File: config.mk
export PLATFORM = sky130hd
export DESIGN_NAME = mem_port_arbiter
export DESIGN_NICKNAME = d
export VERILOG_FILES = /design/src/rtl/mem_port_arbiter_pkg.sv /design/src/rtl/mem_arb_lock_timer.sv /design/src/rtl/mem_port_arbiter.sv
export SDC_FILE = /design/constraint.sdc
export NUM_CORES = 1
export LEC_CHECK = 0
export CAP_MARGIN = 5
export CORE_AREA = 2 2 124 126
export DETAILED_ROUTE_END_ITERATION = 6
export DIE_AREA = 0 0 126 128
export GPL_ROUTABILITY_DRIVEN = 0
export PLACE_DENSITY = 0.74
export SLEW_MARGIN = 40
export SYNTH_ARGS = -nofsm -noshare
export SYNTH_HDL_FRONTEND = slang
export SYNTH_SLANG_ARGS = --single-unit
File: constraint.sdc
create_clock -name clk -period 6.01 [get_ports clk]
set_input_delay 1.803 -clock clk [delete_from_list [all_inputs] [get_ports clk]]
set_output_delay 1.803 -clock clk [all_outputs]
set_load 0.01 [all_outputs]
File: src/rtl/mem_port_arbiter_pkg.sv
// Shared types for the main-memory data-port arbiter.
//   ReadWriteModes : access mode encoding on the memory pins (3'h6/3'h7 are illegal)
//   ArbState       : arbiter FSM states
//   ArbOwner       : which requester owns the current-cycle transfer
//   mem_req_t      : one requester's request fields, as forwarded to memory
package mem_port_arbiter_pkg;

    typedef enum logic [2:0] {
        NONE      = 3'h0,
        BYTE      = 3'h1,
        HALFWORD  = 3'h2,
        WORD      = 3'h3,
        WORDLEFT  = 3'h4,
        WORDRIGHT = 3'h5
    } ReadWriteModes;

    typedef enum logic [1:0] {
        ST_ARB    = 2'd0,
        ST_LOCKED = 2'd1,
        ST_YIELD  = 2'd2
    } ArbState;

    typedef enum logic [1:0] {
        OWN_NONE = 2'd0,
        OWN_CPU  = 2'd1,
        OWN_LDR  = 2'd2
    } ArbOwner;

    typedef struct packed {
        logic [31:0] address;
        logic [31:0] data;
        logic [2:0]  write_mode;
        logic [2:0]  read_mode;
        logic        unsigned_load;
    } mem_req_t;

    // Encodings above WORDRIGHT have no meaning to the memory.
    function automatic logic is_illegal_mode(input logic [2:0] mode);
        return mode > 3'h5;
    endfunction

endpackage

File: src/rtl/mem_arb_lock_timer.sv
// Counts consecutive cycles the CPU has been kept waiting by a loader lock.
//   clk, rst  : clock, asynchronous active-low reset
//   clear     : zero the count (CPU not waiting, or lock not in force)
//   inc       : CPU waited this cycle; count saturates at MAX_LOCK_CYCLES-1
//   expire    : this cycle's wait brings the count to MAX_LOCK_CYCLES-1,
//               so the arbiter must hand the next cycle to the CPU
module mem_arb_lock_timer #(
    parameter int MAX_LOCK_CYCLES = 16
) (
    input  logic clk,
    input  logic rst,
    input  logic clear,
    input  logic inc,
    output logic expire
);

    localparam int CNT_W = $clog2(MAX_LOCK_CYCLES);
    localparam logic [CNT_W-1:0] CNT_MAX  = CNT_W'(MAX_LOCK_CYCLES - 1);
    localparam logic [CNT_W-1:0] CNT_LAST = CNT_W'(MAX_LOCK_CYCLES - 2);

    logic [CNT_W-1:0] lock_cnt;

    always_ff @(posedge clk or negedge rst) begin
        if (!rst) begin
            lock_cnt <= '0;
        end else if (clear) begin
            lock_cnt <= '0;
        end else if (inc && lock_cnt != CNT_MAX) begin
            lock_cnt <= lock_cnt + CNT_W'(1);
        end
    end

    // Looks at the value the count is about to take, so the yield is
    // scheduled in the same cycle the wait limit is reached.
    assign expire = inc && (lock_cnt == CNT_LAST);

endmodule

File: src/rtl/mem_port_arbiter.sv
// Shares the main-memory data port between the CPU load/store stage (c_*)
// and the program loader/debug port (l_*).
//   clk, rst                       : clock, asynchronous active-low reset
//   c_/l_valid, c_/l_ready         : request handshake, valid&ready = transfer
//   c_/l_address, _data            : byte address and store data
//   c_/l_write_mode, _read_mode    : ReadWriteModes of the request
//   c_/l_unsigned                  : unsigned load
//   l_lock                         : loader wants exclusive (burst) ownership
//   c_/l_rsp_valid, _rsp_data, _rsp_err : one-cycle registered response
//   mem_*                          : memory pins, driven only during a transfer
//   mem_data_output                : combinational read data from memory
//   owner                          : ArbOwner of the current-cycle transfer
module mem_port_arbiter
    import mem_port_arbiter_pkg::*;
#(
    parameter int MAX_LOCK_CYCLES = 16
) (
    input  logic        clk,
    input  logic        rst,
    input  logic        c_valid,
    output logic        c_ready,
    input  logic [31:0] c_address,
    input  logic [31:0] c_data,
    input  logic [2:0]  c_write_mode,
    input  logic [2:0]  c_read_mode,
    input  logic        c_unsigned,
    input  logic        l_valid,
    output logic        l_ready,
    input  logic [31:0] l_address,
    input  logic [31:0] l_data,
    input  logic [2:0]  l_write_mode,
    input  logic [2:0]  l_read_mode,
    input  logic        l_unsigned,
    input  logic        l_lock,
    output logic        c_rsp_valid,
    output logic [31:0] c_rsp_data,
    output logic        c_rsp_err,
    output logic        l_rsp_valid,
    output logic [31:0] l_rsp_data,
    output logic        l_rsp_err,
    output logic [31:0] mem_address,
    output logic [31:0] mem_data,
    output logic [2:0]  mem_write_mode,
    output logic [2:0]  mem_read_mode,
    output logic        mem_unsigned_load,
    input  logic [31:0] mem_data_output,
    output logic [1:0]  owner
);

    ArbState     state;
    ArbOwner     last_grant;
    ArbOwner     grant;
    mem_req_t    sel;
    logic        sel_illegal;
    logic [31:0] rsp_data_next;
    logic        lock_inc;
    logic        lock_expire;

    // Grant decision. Ties in ST_ARB go to whoever did not win last; the
    // lock states restrict the port to a single requester. Nothing is
    // granted while reset is held, so no store can land on a reset edge.
    always_comb begin
        grant = OWN_NONE;
        if (rst) begin
            case (state)
                ST_ARB: begin
                    if (c_valid && l_valid) begin
                        grant = (last_grant == OWN_CPU) ? OWN_LDR : OWN_CPU;
                    end else if (c_valid) begin
                        grant = OWN_CPU;
                    end else if (l_valid) begin
                        grant = OWN_LDR;
                    end
                end
                ST_LOCKED: if (l_valid) grant = OWN_LDR;
                ST_YIELD:  if (c_valid) grant = OWN_CPU;
                default:   grant = OWN_NONE;
            endcase
        end
    end

    // Forward the winning request; an illegal mode turns the access into a
    // no-op at the memory but still produces an error response.
    always_comb begin
        sel = '0;
        case (grant)
            OWN_CPU: sel = '{c_address, c_data, c_write_mode, c_read_mode, c_unsigned};
            OWN_LDR: sel = '{l_address, l_data, l_write_mode, l_read_mode, l_unsigned};
            default: sel = '0;
        endcase
        sel_illegal   = is_illegal_mode(sel.write_mode) || is_illegal_mode(sel.read_mode);
        rsp_data_next = (sel_illegal || sel.read_mode == NONE) ? 32'h0 : mem_data_output;
    end

    assign c_ready           = (grant == OWN_CPU);
    assign l_ready           = (grant == OWN_LDR);
    assign owner             = grant;
    assign mem_address       = sel.address;
    assign mem_data          = sel.data;
    assign mem_unsigned_load = sel.unsigned_load;
    assign mem_write_mode    = sel_illegal ? NONE : sel.write_mode;
    assign mem_read_mode     = sel_illegal ? NONE : sel.read_mode;

    assign lock_inc = (state == ST_LOCKED) && c_valid;

    mem_arb_lock_timer #(
        .MAX_LOCK_CYCLES(MAX_LOCK_CYCLES)
    ) u_lock_timer (
        .clk    (clk),
        .rst    (rst),
        .clear  (!lock_inc),
        .inc    (lock_inc),
        .expire (lock_expire)
    );

    // FSM plus the registered responses. Read data is captured on the
    // transfer edge, which is also when the memory commits a store, so a
    // combined read+write returns the pre-write contents.
    always_ff @(posedge clk or negedge rst) begin
        if (!rst) begin
            state       <= ST_ARB;
            last_grant  <= OWN_LDR;
            c_rsp_valid <= 1'b0;
            c_rsp_data  <= 32'h0;
            c_rsp_err   <= 1'b0;
            l_rsp_valid <= 1'b0;
            l_rsp_data  <= 32'h0;
            l_rsp_err   <= 1'b0;
        end else begin
            c_rsp_valid <= c_ready;
            c_rsp_err   <= c_ready && sel_illegal;
            c_rsp_data  <= c_ready ? rsp_data_next : 32'h0;
            l_rsp_valid <= l_ready;
            l_rsp_err   <= l_ready && sel_illegal;
            l_rsp_data  <= l_ready ? rsp_data_next : 32'h0;

            if (grant != OWN_NONE) begin
                last_grant <= grant;
            end

            case (state)
                ST_ARB: begin
                    if (grant == OWN_LDR && l_lock) state <= ST_LOCKED;
                end
                ST_LOCKED: begin
                    if (!l_lock) begin
                        state <= ST_ARB;
                    end else if (lock_expire) begin
                        state <= ST_YIELD;
                    end
                end
                ST_YIELD: begin
                    if (c_ready || !c_valid) begin
                        state <= l_lock ? ST_LOCKED : ST_ARB;
                    end
                end
                default: state <= ST_ARB;
            endcase
        end
    end

endmodule

==> results of run 1 <==
-- logic make-up after synthesis --
kind of cell,after synthesis,synth area share [%]
flops,76,46.3
xor+xnor,1,0.213
buf+inv,58,6.91
compound gates,84,15.1
fa+ha+maj,5,1.52
simple gates,230,30.0
-- cells in the mapped netlist (5+ instances only) --
cell	count
o21ai_0	5
nor2_1	71
inv_1	6
a22oi_1	69
ha_1	5
buf_2	5
buf_1	12
nand4_1	64
nor3_1	5
nand2_1	8
nor2b_1	66
clkbuf_1	27
buf_6	8
nand3_1	6
dfrtp_1	75
-- where the power goes --
part / total [uW] / leakage (uW) / internal [uW] / switching (uW)
sequential: 525 / 0.00105 / 521 / 3.97
clock: 575 / 0.000157 / 364 / 210
combinational: 427 / 0.00238 / 232 / 196
total: 1530 / 0.00359 / 1120 / 410
-- metrics by stage --
stage,TNS [ns],area [sq um],power (uW),hold WS (ns),utilization [%]
floorplan,0,4110,715,0.451,-
global placement,-13.91,7570,952,0.470,51.0
detailed placement,-15.02,7580,955,0.480,51.0
CTS,-0.0566,7910,1540,0.496,53.2
global route,-0.344,8040,1600,0.546,54.1
finish,0,8040,1530,0.487,54.1
-- critical path: stages --
cell and delay, ns:
clkdlybuf4s50_1 0.48, inv_1 0.05, o311ai_2 0.32, buf_4 0.21, ha_4 0.25, clkbuf_16 0.24
a22oi_1 0.10, nor2b_1 0.14, clkdlybuf4s50_1 0.55
-- flip-flops by register name, indices dropped and copies added, names as in the netlist --
register	cells
u_lock_timer.lock_cnt	4
c_rsp_err	1
c_rsp_data	32
l_rsp_data	32
state	2
c_rsp_valid	1
l_rsp_valid	1
l_rsp_err	1
last_grant	2
-- per-layer routing --
layer / part of all wire, % / wire (um)
met3: 8.0 / 1380
met2: 51 / 8840
met5: 0 / 0
met4: 1.7 / 295
met1: 39 / 6750
-- final cells by class --
type | instances | area, sq um
Timing Repair Buffer | 354 | 3590
Inverter | 6 | 22.5
Tap cell | 188 | 235
Multi-Input combinational cell | 320 | 1980
Fill cell | 1328 | 6820
Clock buffer | 10 | 229
Sequential cell | 76 | 1900
Clock inverter | 6 | 87.6
-- worst max path at each step --
| stage | depth (start not counted) | start | slack (ns) | endpoint |
|---|---|---|---|---|
| 5_1_grt | 9 | l_valid | -0.03 | mem_address[23] |
| 6_report | 9 | l_valid | 0.06 | mem_address[23] |
| 3_5_place_dp | 10 | c_valid | -0.32 | mem_read_mode[0] |
| 4_1_cts | 11 | c_valid | -0.04 | mem_read_mode[0] |
| 3_3_place_gp | 10 | c_valid | -0.29 | mem_read_mode[0] |
| 2_1_floorplan | 9 | l_valid | 0.24 | mem_write_mode[0] |
-- timing repair --
action                                  4_1_cts  5_1_grt
endpoints found under the setup margin       66       65
resized for setup                            12       36
cloned                                        0        1
buffers inserted                              0        2
pin swaps                                     0        2
endpoints found under the hold margin         0        0
==> Flow_metrics.wiki, run 1 <==
{| class="wikitable"
! Metric !! Value
|-
| Run status || finished clean
|-
| Worst-path clk slew || 0.06 ns
|-
| Synth unique cells || 30
|-
| Via/cell ratio || 4.96
|-
| Synthesized instance count || 454
|-
| Die boundary width || around 130 um
|-
| Ports placed on the boundary || 322
|-
| FF-to-FF End || c_rsp_data[27]
|-
| Clock skew after layout || 0.00546 ns
|-
| Most used cells in the layout excluding fill and tap cells || clkdlybuf4s50_1, dfrtp_1, nor2_1, a22oi_1, nor2b_1
|-
| EDFF count, synth || 0
|-
| Starting utilization of the core area || 27.7%
|-
| Largest area contributor in the netlist || dfrtp_1
|-
| Actual transition at the worst max-transition pin || 0.644 ns
|-
| Via total after detailed routing || 4761
|-
| Count of yosys warnings during synthesis || 0
|-
| Leak pwr || 0.00359 uW
|-
| Startpoint class of the critical path || input pin
|-
| Maximum count of clock buffers along a single path || 2
|-
| Detail Placement HPWL || 13100 um
|-
| Placed cell count || 941
|-
| Cell area after synthesis || 4110 sq um
|-
| PnR worst setup slack || 0.0613 ns
|-
| Launch instance of the worst min-delay path || last_grant[0]
|-
| Final instance count without filler cells || 960
|-
| Minimum period implied by the final worst setup slack || 5.95 ns
|-
| Syn Nets || 638
|-
| Number of global-route vias before repair || 4549
|-
| Headroom to the max-slew limit || 57.0%
|-
| Routed wire per std cell || 18.0 um
|-
| Depth of the most critical reg-to-reg path || 11
|-
| Clock insertion delay at the later pin of the skew report || 0.33 ns
|-
| Pin count of the biggest net entering global routing || 65
|-
| Worst hold path endpoint || last_grant[0]
|-
| Detailed router's first-iteration violation count || approximately 250
|-
| Worst-case register-to-register setup slack || 3.30 ns
|-
| Antenna diodes || 0
|-
| Number of standard-cell rows in the floorplan || 45
|-
| Met1 routing resource usage after global routing || between 20 and 25%
|-
| Unrepaired setup endpoints after global routing || yes
|-
| VDD IR-drop max || 143 uV
|-
| Vertical extent of the die || 128 um
|-
| Share of async-settable or async-resettable flops after synthesis || 100%
|-
| Total power divided by cell area || ~190 nW/um^2
|-
| Area of the core || 14900 sq um
|-
| Final number of hold-violating endpoints || 0
|-
| Main synth FF type || dfrtp_1
|-
| GRT Max-Usage Layer || met2
|-
| Hold WC Path Type || reg -> reg
|-
| CTS buffer count || 9
|-
| TritonCTS clock tree || done
|-
| Area overhead of the layout relative to synthesis || 95.6%
|-
| Layout cells sized above 1 || 7.64%
|-
| Most common cell after layout, fill and taps aside || clkdlybuf4s50_1
|-
| Total DRC errors in the routed layout || 0
|-
| Biggest area contributors in the synthesized netlist || dfrtp_1, a22oi_1, nor2b_1
|-
| GR met3 Demand/Resource || 5.84%
|-
| Setup slack after placement || -0.324 ns
|-
| Number of nets still failing antenna checks after routing || 0
|-
| Initial antenna violation count || 0
|-
| GRT met2 Usage || 35.2%
|-
| First-pass GRT wire length || approximately 25000 um
|-
| Worst Path Class, Setup || in -> out
|-
| Setup-failing EPs final || 0
|-
| Layout Nets || 951
|-
| Worst hold path cell count || 2
|-
| CTS Hold Buffers Added || 0
|-
| Final slew viol count || 0
|-
| Syn Area/Cell || about 9.1 sq um
|-
| Max-Cap Viols || 0
|-
| Level count of the clock H-tree || 3
|-
| Kind of end point of the critical path || output pin
|-
| Launch instance of the worst register-to-register path || last_grant[1]
|-
| Achievable Freq || around 170 MHz
|-
| WP data required || 4.21 ns
|-
| Yosys reg bits || 76
|-
| Count of input and output buffers || approximately 320
|-
| Fraction of the cycle the final worst path needs || 99.0%
|-
| Maximum net fanout on the critical path || 24
|-
| Wire length after detailed routing || 17300 um
|-
| TritonCTS Sinks || 76
|-
| Die footprint || 16100 sq um
|-
| TritonRoute pass-1 iters || 5
|-
| Post-synth top area share || 45.6%
|-
| Sequential area share after synthesis || between 40% and 50%
|-
| Residual overflow from global routing || 0
|-
| Library cell used as clock root buffer || clkbuf_16
|-
| Worst EP arrival || between 4 and 5 ns
|-
| Total routing resource utilization after global routing || 20.2%
|}
Power figures use the tool's default switching activity.
==> run 2, diff against run 1 <==
- CORE_AREA: 2 2 124 126 -> 2 2 125 127
- CTS_BUF_LIST: not set -> sky130_fd_sc_hd__clkbuf_2
- DIE_AREA: 0 0 126 128 -> 0 0 127 129
- PLACE_DENSITY: 0.74 -> 0.73
- SKIP_CTS_REPAIR_TIMING: not set -> 1
==> Flow_metrics.wiki, run 2 (same netlist as run 1, synthesis figures left out) <==
{| class="wikitable"
! Metric !! Value
|-
| Run status || finished with violations (was finished clean)
|-
| Violated checks || setup timing
|-
| Total power divided by cell area || 159 nW/um^2 (was 190 nW/um^2)
|-
| Startpoint class of the critical path || input pin (unchanged)
|-
| Minimum period implied by the final worst setup slack || 6.11 ns (was 5.95 ns)
|-
| Area of combinational cells with multiple inputs || 1970 sq um (was 1980 sq um)
|-
| PnR worst setup slack || -0.0967 ns (was 0.0613 ns)
|-
| TritonCTS Sinks || 76 (unchanged)
|-
| Placed cell count || 949 (was 941)
|-
| Routed wire per std cell || 19.1 um (was 18.0 um)
|-
| CP endpoint || mem_data[21] (was mem_address[23])
|-
| Leak pwr || 0.00417 uW (was 0.00359 uW)
|-
| Worst-path clk slew || 0.19 ns (was 0.06 ns)
|-
| Via/cell ratio || 4.97 (was 4.96)
|-
| Cell internal pwr || 899 uW (was 1120 uW)
|-
| Clock insertion delay at the later pin of the skew report || 0.51 ns (was 0.33 ns)
|-
| Register cell area after layout || 1900 sq um (unchanged)
|-
| Number of standard-cell rows in the floorplan || 45 (unchanged)
|-
| Detail Placement HPWL || 14600 um (was 13100 um)
|-
| Combinational fraction of design power || 34.4% (was 28.0%)
|-
| Worst hold path cell count || 2 (unchanged)
|-
| Die footprint || 16400 sq um (was 16100 sq um)
|-
| Number of global-route vias before repair || 4645 (was 4549)
|-
| Die boundary width || 127 um (was 126 um)
|-
| Via total after detailed routing || 4816 (was 4761)
|-
| Level count of the clock H-tree || 3 (unchanged)
|-
| CTS buffer count || 9 (unchanged)
|-
| Final instance count without filler cells || 969 (was 960)
|-
| Total design power || 1280 uW (was 1530 uW)
|-
| Pin count of the biggest net entering global routing || 65 (unchanged)
|-
| First-pass GRT wire length || 26800 um (was 25400 um)
|-
| Count of input and output buffers || 321 (unchanged)
|-
| Unrepaired setup endpoints after global routing || yes (unchanged)
|-
| TritonRoute pass-1 iters || 7 (was 5)
|-
| Switching part of the total power || 29.7% (was 26.8%)
|-
| Setup-failing EPs final || 1 (was 0)
|-
| Crit path depth || 13 (was 9)
|-
| Longest individual stage delay on the worst path || 0.54 ns (was 0.55 ns)
|-
| Most common cell after layout, fill and taps aside || clkdlybuf4s50_1 (unchanged)
|-
| Starting utilization of the core area || 27.5% (was 27.7%)
|-
| Clock skew after layout || 0.0116 ns (was 0.00546 ns)
|-
| Clock group share of total power || 24.5% (was 37.6%)
|-
| Headroom to the max-slew limit || 56.6% (was 57.0%)
|-
| Hold WC Path Type || reg -> reg (unchanged)
|-
| Area of the core || 15000 sq um (was 14900 sq um)
|-
| VDD IR-drop max || 104 uV (was 143 uV)
|-
| Max-Cap Viols || 0 (unchanged)
|-
| Residual overflow from global routing || 0 (unchanged)
|-
| Share of total power in sequential cells || 41.1% (was 34.4%)
|-
| Worst EP arrival || 4.30 ns (was 4.15 ns)
|-
| Cell family with most CP delay || buffers and inverters (unchanged)
|-
| Vertical extent of the die || 129 um (was 128 um)
|-
| FF-to-FF End || l_rsp_data[8] (was c_rsp_data[27])
|-
| Worst Path Class, Setup || in -> out (unchanged)
|-
| Cells along the critical path || clkdlybuf4s50_1 -> nor2b_1 -> buf_4 -> nand2_1 -> nand4b_1 -> buf_4 -> inv_1 -> ha_4 -> buf_12 -> buf_12 -> a22oi_1 -> nor2b_1 -> clkdlybuf4s50_1 (was clkdlybuf4s50_1 -> inv_1 -> o311ai_2 -> buf_4 -> ha_4 -> clkbuf_16 -> a22oi_1 -> nor2b_1 -> clkdlybuf4s50_1)
|-
| Achievable Freq || 164 MHz (was 168 MHz)
|-
| Total of fill cells in the finished design || 1372 (was 1328)
|-
| Ports placed on the boundary || 322 (unchanged)
|-
| Total routing resource utilization after global routing || 21.5% (was 20.2%)
|-
| Initial antenna violation count || 2 (was 0)
|-
| Maximum net fanout on the critical path || 17 (was 24)
|-
| Kind of end point of the critical path || output pin (unchanged)
|-
| Most used cells in the layout excluding fill and tap cells || clkdlybuf4s50_1, dfrtp_1, nor2_1, a22oi_1, nor2b_1 (unchanged)
|-
| WP data required || 4.21 ns (about the same)
|-
| Wire length after detailed routing || 18500 um (was 17300 um)
|-
| Buffers and inverters on the worst path || 7 (was 5)
|-
| Biggest regs || c_rsp_data (32), l_rsp_data (32), u_lock_timer.lock_cnt (4) (unchanged)
|-
| Worst-case register-to-register setup slack || 3.19 ns (was 3.30 ns)
|-
| Final slew viol count || 0 (unchanged)
|-
| Layout cells sized above 1 || 8.97% (was 7.64%)
|-
| Fraction of the cycle the final worst path needs || 102% (was 99.0%)
|-
| Layout Nets || 959 (was 951)
|-
| Depth of the most critical reg-to-reg path || 13 (was 11)
|-
| Final number of hold-violating endpoints || 0 (unchanged)
|-
| Switching component of the power || 379 uW (was 410 uW)
|-
| Launch instance of the worst register-to-register path || state[0] (was last_grant[1])
|-
| TritonCTS clock tree || done (unchanged)
|-
| Number of nets still failing antenna checks after routing || 0 (unchanged)
|-
| Actual transition at the worst max-transition pin || 0.651 ns (was 0.644 ns)
|-
| Detailed router's first-iteration violation count || 353 (was 251)
|-
| Library cell used as clock root buffer || clkbuf_2 (was clkbuf_16)
|-
| Total DRC errors in the routed layout || 0 (unchanged)
|-
| Master of the slowest instance on the critical path || clkdlybuf4s50_1 (unchanged)
|-
| Maximum count of clock buffers along a single path || 2 (unchanged)
|-
| Area overhead of the layout relative to synthesis || 95.0% (was 95.6%)
|-
| Critical Path Start || c_valid (was l_valid)
|}
## run 2: cell types whose count changed in the layout (fill, tap and decap cells not counted), sizes merged
cell           change
inv                -1
clkinv             -1
clkdlybuf4s50     -35
dlygate4sd2        -6
buf               +10
clkinvlp           +1
diode              +1
dlymetal6s2s      +35
clkbuf             +5
## run 2: worst reg2reg max path, cell delays in order (launching register included)
cell	delay (ns)
dfrtp_1	0.45
nor2b_1	0.17
buf_4	0.13
nand2_1	0.05
nand4b_1	0.16
buf_4	0.16
inv_1	0.07
ha_4	0.18
buf_4	0.13
buf_4	0.12
a22o_1	0.20
or3_4	0.60
nand4_1	0.24
nor2_1	0.06
## run 2: worst min-delay path by stage
stage                       start       endpoint  slack [ns]
floorplan           last_grant[0]  last_grant[0]        0.45
global placement    last_grant[0]  last_grant[0]        0.47
detailed placement  last_grant[1]  last_grant[1]        0.47
CTS                 last_grant[1]  last_grant[1]        0.49
global route        last_grant[1]  last_grant[1]        0.51
finish              last_grant[1]  last_grant[1]        0.49
## run 2: power groups by stage
stage,registers (uW),clock network (uW),logic (uW)
2_1_floorplan,537,0,178
6_report,525,313,440
5_1_grt,526,349,474
3_5_place_dp,534,0,429
3_3_place_gp,534,0,426
4_1_cts,525,323,430
## run 2: metrics by stage
| stage | area (sq um) | hold slack [ns] | setup TNS [ns] | setup WS (ns) | util [%] |
|---|---|---|---|---|---|
| 3_5_place_dp | 7640 | 0.467 | -15.31 | -0.363 | 51.0 |
| 3_3_place_gp | 7630 | 0.466 | -12.97 | -0.300 | 51.0 |
| 5_1_grt | 8020 | 0.514 | -0.540 | -0.252 | 53.5 |
| 6_report | 8020 | 0.489 | -0.0967 | -0.0967 | 53.5 |
| 4_1_cts | 7770 | 0.491 | -15.72 | -0.368 | 51.9 |
| 2_1_floorplan | 4110 | 0.451 | 0 | 0.239 | - |
## run 2: area by class of cell
cell class	instances	share of cell area (%)
Timing Repair Buffer	362	46.7
Multi-Input combinational cell	320	24.6
Sequential cell	76	23.7
Tap cell	188	2.93
Clock inverter	5	0.952
Clock buffer	11	0.687
Inverter	6	0.281
Antenna cell	1	0.0312
## run 2: per-layer routing
layer	track usage, %	wire length (um)	vias to the layer above
li1	-	-	2272
met1	24.8	7120	2289
met2	39.2	9620	231
met3	6.44	1420	22
met4	5.56	337	2
met5	0	10	-
